==> config.mk <==
export PLATFORM = sky130hd
export DESIGN_NAME = frame_sequencer
export DESIGN_NICKNAME = d
export VERILOG_FILES = /design/src/rtl/frame_sequencer.sv
export SDC_FILE = /design/constraint.sdc
export NUM_CORES = 1
export LEC_CHECK = 0
export CORE_MARGIN = 3
export CORE_UTILIZATION = 46
export DETAILED_ROUTE_END_ITERATION = 6
export GPL_TIMING_DRIVEN = 0
export REMOVE_ABC_BUFFERS = 1
export SLEW_MARGIN = 30
export SYNTH_ARGS = -nofsm -noshare
export SYNTH_HDL_FRONTEND = slang
export SYNTH_SLANG_ARGS = --single-unit
==> constraint.sdc <==
create_clock -name clk -period 11.9 [get_ports clk]
set_clock_uncertainty 0.1 [all_clocks]
set_input_delay 1.19 -clock clk [delete_from_list [all_inputs] [get_ports clk]]
set_output_delay 1.19 -clock clk [all_outputs]
set_load 0.1 [all_outputs]
==> src/rtl/frame_sequencer.sv <==
// Frame sequencer: numbers gray-buffer writes, steps the Sobel window over interior pixels, holds frame_done until disp_ack.
// Latency: pix_valid -> gray_we 1 cycle; sobel_ready -> out_we 1 cycle; last pixel -> first sobel_start 2 cycles.
// Backpressure: none on pixels (one per cycle accepted); windows advance only on sobel_ready; SEQ_TIMEOUT_EN adds a stall abort.
module frame_sequencer #(
    parameter logic [23:0] TIMEOUT_CYCLES = 24'd1_000_000
) (
    input  logic        clk,
    input  logic        reset,
    input  logic        hdr_valid,
    input  logic [15:0] height,
    input  logic [15:0] width,
    input  logic        pix_valid,
    output logic        gray_we,
    output logic [31:0] gray_addr,
    output logic        sobel_start,
    output logic [15:0] read_H,
    output logic [15:0] read_W,
    input  logic        sobel_ready,
    output logic        out_we,
    output logic [31:0] out_addr,
    output logic        frame_done,
    input  logic        disp_ack,
    output logic        busy,
    output logic [1:0]  state,
    output logic        err
);

    typedef enum logic [1:0] {
        S_IDLE   = 2'd0,
        S_LOAD   = 2'd1,
        S_FILTER = 2'd2,
        S_DONE   = 2'd3
    } state_t;

    state_t      r_state;
    state_t      w_state_nxt;

    logic [15:0] r_h;
    logic [15:0] r_w;
    logic [31:0] r_total;
    logic [31:0] r_count;
    logic        r_gray_we;
    logic [31:0] r_gray_addr;
    logic        r_sobel_start;
    logic [15:0] r_read_h;
    logic [15:0] r_read_w;
    logic [31:0] r_win_addr;   // linear address of the current window centre
    logic        r_out_we;
    logic [31:0] r_out_addr;   // address presented with out_we (lags r_win_addr by one write)
    logic        r_frame_done;
    logic        r_err;

    logic        w_hdr_acc;
    logic        w_hdr_ok;
    logic        w_pix_acc;
    logic        w_load_end;
    logic        w_rdy_acc;
    logic        w_last_win;
    logic        w_timeout;

    assign w_hdr_acc  = (r_state == S_IDLE) && hdr_valid;
    assign w_hdr_ok   = (height >= 16'd3) && (width >= 16'd3);
    // Pixels beyond the registered total are dropped so the count never overruns.
    assign w_pix_acc  = (r_state == S_LOAD) && pix_valid && (r_count != r_total);
    // Leave LOAD one cycle after the final write has been issued.
    assign w_load_end = (r_state == S_LOAD) && (r_count == r_total);
    // A ready in the sobel_start cycle belongs to the previous window and is discarded.
    assign w_rdy_acc  = (r_state == S_FILTER) && sobel_ready && !r_sobel_start;
    assign w_last_win = (r_read_h == r_h - 16'd2) && (r_read_w == r_w - 16'd2);

`ifdef SEQ_TIMEOUT_EN
    logic [23:0] r_tmo;
`else
    logic        w_unused_tmo;
    assign w_unused_tmo = ^TIMEOUT_CYCLES;
`endif

    // Next-state decode, with the stall abort overriding normal progress.
    always_comb begin
        w_state_nxt = r_state;
        w_timeout   = 1'b0;
        case (r_state)
            S_IDLE:   if (w_hdr_acc && w_hdr_ok) w_state_nxt = S_LOAD;
            S_LOAD:   if (w_load_end)            w_state_nxt = S_FILTER;
            S_FILTER: if (w_rdy_acc && w_last_win) w_state_nxt = S_DONE;
            S_DONE:   if (disp_ack)              w_state_nxt = S_IDLE;
            default:  w_state_nxt = S_IDLE;
        endcase
`ifdef SEQ_TIMEOUT_EN
        if (((r_state == S_LOAD) || (r_state == S_FILTER)) && (w_state_nxt == r_state) &&
            !w_pix_acc && !w_rdy_acc && (r_tmo == TIMEOUT_CYCLES - 24'd1)) begin
            w_timeout   = 1'b1;
            w_state_nxt = S_IDLE;
        end
`endif
    end

    // State register.
    always_ff @(posedge clk) begin
        if (reset) r_state <= S_IDLE;
        else       r_state <= w_state_nxt;
    end

`ifdef SEQ_TIMEOUT_EN
    // Stall counter: restarts on state entry and on every accepted pixel or Sobel result.
    always_ff @(posedge clk) begin
        if (reset) begin
            r_tmo <= 24'd0;
        end else if ((w_state_nxt != r_state) || w_pix_acc || w_rdy_acc ||
                     !((r_state == S_LOAD) || (r_state == S_FILTER))) begin
            r_tmo <= 24'd0;
        end else begin
            r_tmo <= r_tmo + 24'd1;
        end
    end
`endif

    // Datapath: header capture, gray addressing, window walk and output strobes.
    always_ff @(posedge clk) begin
        if (reset) begin
            r_h           <= 16'd0;
            r_w           <= 16'd0;
            r_total       <= 32'd0;
            r_count       <= 32'd0;
            r_gray_we     <= 1'b0;
            r_gray_addr   <= 32'd0;
            r_sobel_start <= 1'b0;
            r_read_h      <= 16'd0;
            r_read_w      <= 16'd0;
            r_win_addr    <= 32'd0;
            r_out_we      <= 1'b0;
            r_out_addr    <= 32'd0;
            r_frame_done  <= 1'b0;
            r_err         <= 1'b0;
        end else begin
            r_gray_we     <= 1'b0;
            r_out_we      <= 1'b0;
            r_sobel_start <= 1'b0;
            if (w_timeout) begin
                r_count      <= 32'd0;
                r_gray_addr  <= 32'd0;
                r_read_h     <= 16'd0;
                r_read_w     <= 16'd0;
                r_win_addr   <= 32'd0;
                r_out_addr   <= 32'd0;
                r_frame_done <= 1'b0;
                r_err        <= 1'b1;
            end else begin
                case (r_state)
                    S_IDLE: begin
                        if (w_hdr_acc) begin
                            r_h <= height;
                            r_w <= width;
                            if (w_hdr_ok) begin
                                r_err   <= 1'b0;
                                r_total <= 32'(height) * 32'(width);
                                r_count <= 32'd0;
                            end else begin
                                r_err <= 1'b1;
                            end
                        end
                    end
                    S_LOAD: begin
                        if (w_pix_acc) begin
                            r_gray_we   <= 1'b1;
                            r_gray_addr <= r_count;
                            r_count     <= r_count + 32'd1;
                        end
                        if (w_load_end) begin
                            r_read_h      <= 16'd1;
                            r_read_w      <= 16'd1;
                            r_win_addr    <= {16'd0, r_w} + 32'd1;
                            r_out_addr    <= {16'd0, r_w} + 32'd1;
                            r_sobel_start <= 1'b1;
                        end
                    end
                    S_FILTER: begin
                        if (w_rdy_acc) begin
                            r_out_we   <= 1'b1;
                            r_out_addr <= r_win_addr;
                            if (w_last_win) begin
                                r_frame_done <= 1'b1;
                            end else begin
                                r_sobel_start <= 1'b1;
                                if (r_read_w < r_w - 16'd2) begin
                                    r_read_w   <= r_read_w + 16'd1;
                                    r_win_addr <= r_win_addr + 32'd1;
                                end else begin
                                    // Skip the right border of this row and the left border of the next.
                                    r_read_w   <= 16'd1;
                                    r_read_h   <= r_read_h + 16'd1;
                                    r_win_addr <= r_win_addr + 32'd3;
                                end
                            end
                        end
                    end
                    S_DONE: begin
                        if (disp_ack) r_frame_done <= 1'b0;
                    end
                    default: ;
                endcase
            end
        end
    end

    assign gray_we     = r_gray_we;
    assign gray_addr   = r_gray_addr;
    assign sobel_start = r_sobel_start;
    assign read_H      = r_read_h;
    assign read_W      = r_read_w;
    assign out_we      = r_out_we;
    assign out_addr    = r_out_addr;
    assign frame_done  = r_frame_done;
    assign busy        = (r_state != S_IDLE);
    assign state       = r_state;
    assign err         = r_err;

endmodule

==> flow_summary.toml <==
[finish]
drive_gt1_share_pct = 3.71
multi_input_area_sq_um = 13800
post-route-util_pct = 53.3
fillerInstances = 3942
regArea_sq_um = 4620
area_growth_pct = 13.2
antenna_cells = 0
num-nets-final = 2802

[grt]
grt_use_total_pct = 22.8
grt_overflow = 0
grt_first_pass_wirelength_um = 88000
grt_max_degree = 78
antenna_found_initial = 0
grt_pass1_vias = 16800

[place]
place_ws_ns = 3.34
portBuffers = 141
gp_congestion = 0.860
hpwl_um = 38700

[detailed_routing]
ant_nets = 0
vias = 16600
drc = 0
first_iter_violations = 1077
drt_pass1_iterations = 5
wl_per_cell_um = 17.3
routed_wl_um = 52500
vias_per_cell = 5.49

[sta]
slew_headroom_pct = 32.1
clock.fmax_mhz = 124
timing.final.crit_period_ns = 8.07
finalSetupViolCount = 0
post-route-period-util_pct = 67.8
timing.hold.ws_ns = 0.347
drv_slew = 0
grt_setup_unrepaired = "no"
worstMarginPinSlew_ns = 1.02
finalHoldViolCount = 0
finalSetupTns_ns = 0
setup_ws_ns = 3.83

[floorplanning]
fp.coreArea_sq_um = 42300
start_util_pct = 47.1
die_h_um = 214
dieArea_sq_um = 45800
io_pins = 142
dieWidth_um = 214
placementRows = 75

[status]
status = "finished clean"

[critical_path]
cp-startpoint = "height[5]"
critPathCaptureType = "register"
rrSetupSlack_ns = 6.71
reg2reg_from = "r_w[1]"
crit_type = "in -> reg"
crit_fanout = 18
rr_endpoint = "r_win_addr[31]"
crit_required_ns = 12.27
reg2reg_depth = 21
crit_arrival_ns = 8.44
cp-start-kind = "input pin"
critPathCapture = "r_total[30]"

[cts]
insertion_delay_ns = 0.54
htreeDepth = 1
root_buffer = "clkbuf_16"
clockBufferDepth = 3
post_cts_buffers = 0
cts_buffers = 26
clk_pin_slew_ns = 0.06
cts_resized = 0
cts_tree = "built"
cts_sinks = 231
cts_hold_buf = 0

[logic_synthesis]
seq_area_frac_synth_pct = 23.2
synth_most_common_cell = "nand2_1"
yosys_warnings = 0
avgSynthCellArea_sq_um = 8.30
syn_inst = 2401
synth_seq_cells = 231
synth.largest_area_cell = "dfxtp_1"
netlist.area_leader.share_pct = 23.2
synthArstFlopShare_pct = 0
ys_dominant_reg_cell = "dfxtp_1"
synthDistinctLibCells = 73
ys_top_cells_by_count = "nand2_1, inv_1, dfxtp_1"
synth_enable_flop_cells = 0
synthTopCellsByArea = "dfxtp_1, fa_1, ha_1"
syn_area_sq_um = 19900

[job]
max-cap-violations = 0

[pwr]
leakage_nw = 9.46
irDropWorstVdd_mv = 0.242
p_per_area_nw_per_um2 = 251
finalPower_mw = 5.67

[min_path]
min_path_type = "reg -> reg"
min_path_cells = 2
-- layout make-up --
cell class                      count  area share [%]
Inverter                          260            4.33
Tap cell                          577            3.20
Timing Repair Buffer              148            6.75
Clock buffer                       36            3.50
Sequential cell                   231            20.5
Clock inverter                     10           0.483
Multi-Input combinational cell   1770            61.2
-- report_power, final --
group,total (mW),internal [mW],switching [mW]
registers,0.951,0.860,0.0914
logic,3.89,1.57,2.32
clock network,0.828,0.504,0.324
total,5.67,2.93,2.74
-- metal layers --
layer  vias up  wire length, um  GRT usage, %  share of wire [%]
met3        66             2790          2.56                5.3
met4         0              933          4.75                1.8
li1       7966                -             -                  -
met2       422            23500          37.3                 45
met5         -                0             0                  0
met1      8179            25300          32.9                 48
-- critical path, stage by stage --
cell and delay [ns]:
clkdlybuf4s50_1 0.91, and2_1 0.39, fa_1 0.54, inv_1 0.06, fa_1 0.52, inv_1 0.06
fa_1 0.49, inv_1 0.05, fa_1 0.48, inv_1 0.06, fa_1 0.53, inv_1 0.05
fa_1 0.53, inv_1 0.05, ha_1 0.38, nand3_1 0.18, o221ai_1 0.25, a31oi_1 0.17
a2111oi_0 0.65, nor2_1 0.15, a21oi_1 0.22, a41oi_1 0.18, nor4_1 0.22, a211o_1 0.14
-- cell families (layout without fill, tap and decap cells) --
| family | after synthesis | after routing | synth area share [%] |
|---|---|---|---|
| buffers and inverters | 400 | 454 | 7.78 |
| muxes | 38 | 38 | 1.91 |
| and+or+nand+nor | 913 | 913 | 22.1 |
| xor gates and xnor gates | 134 | 134 | 5.89 |
| AOI/OAI and AO/OA | 358 | 358 | 11.2 |
| adders and majority gates | 327 | 327 | 27.9 |
| DFF | 231 | 231 | 23.2 |
-- sequential cells by signal, indices dropped and copies added, names as in the netlist --
register / count
err: 1
read_W: 16
r_h: 16
out_we: 1
read_H: 16
out_addr: 32
gray_we: 1
r_w: 16
r_total: 32
r_win_addr: 32
gray_addr: 32
sobel_start: 1
r_count: 32
frame_done: 1
state: 2
-- cell usage in the layout, fill, tap and decap left out, types with 27 or more instances in the layout --
master / n
ha_1: 131
a21oi_1: 156
dfxtp_1: 231
nand4_1: 42
nor3_1: 31
xor2_1: 52
nor2_1: 170
clkdlybuf4s50_1: 134
o21ai_0: 55
nand3_1: 69
fa_1: 195
xnor2_1: 82
clkbuf_16: 27
and2_1: 131
inv_1: 258
mux2i_1: 38
nand2_1: 339
-- through the flow --
stage               area (sq um)  instances
floorplan                  19300       2261
global placement           21500       2979
detailed placement         21700       2986
CTS                        22600       3032
global route               22600       3032
finish                     22600       3032
-- worst min-delay path by stage --
stage,slack [ns],to,startpoint
floorplan,0.34,r_h[14],r_h[14]
detailed placement,0.34,out_addr[30],out_addr[30]
finish,0.35,out_addr[31],out_addr[31]
global route,0.38,out_addr[30],out_addr[30]
CTS,0.35,out_addr[30],out_addr[30]
global placement,0.34,out_addr[31],out_addr[31]
No activity file was read; power rests on OpenSTA's default activity.
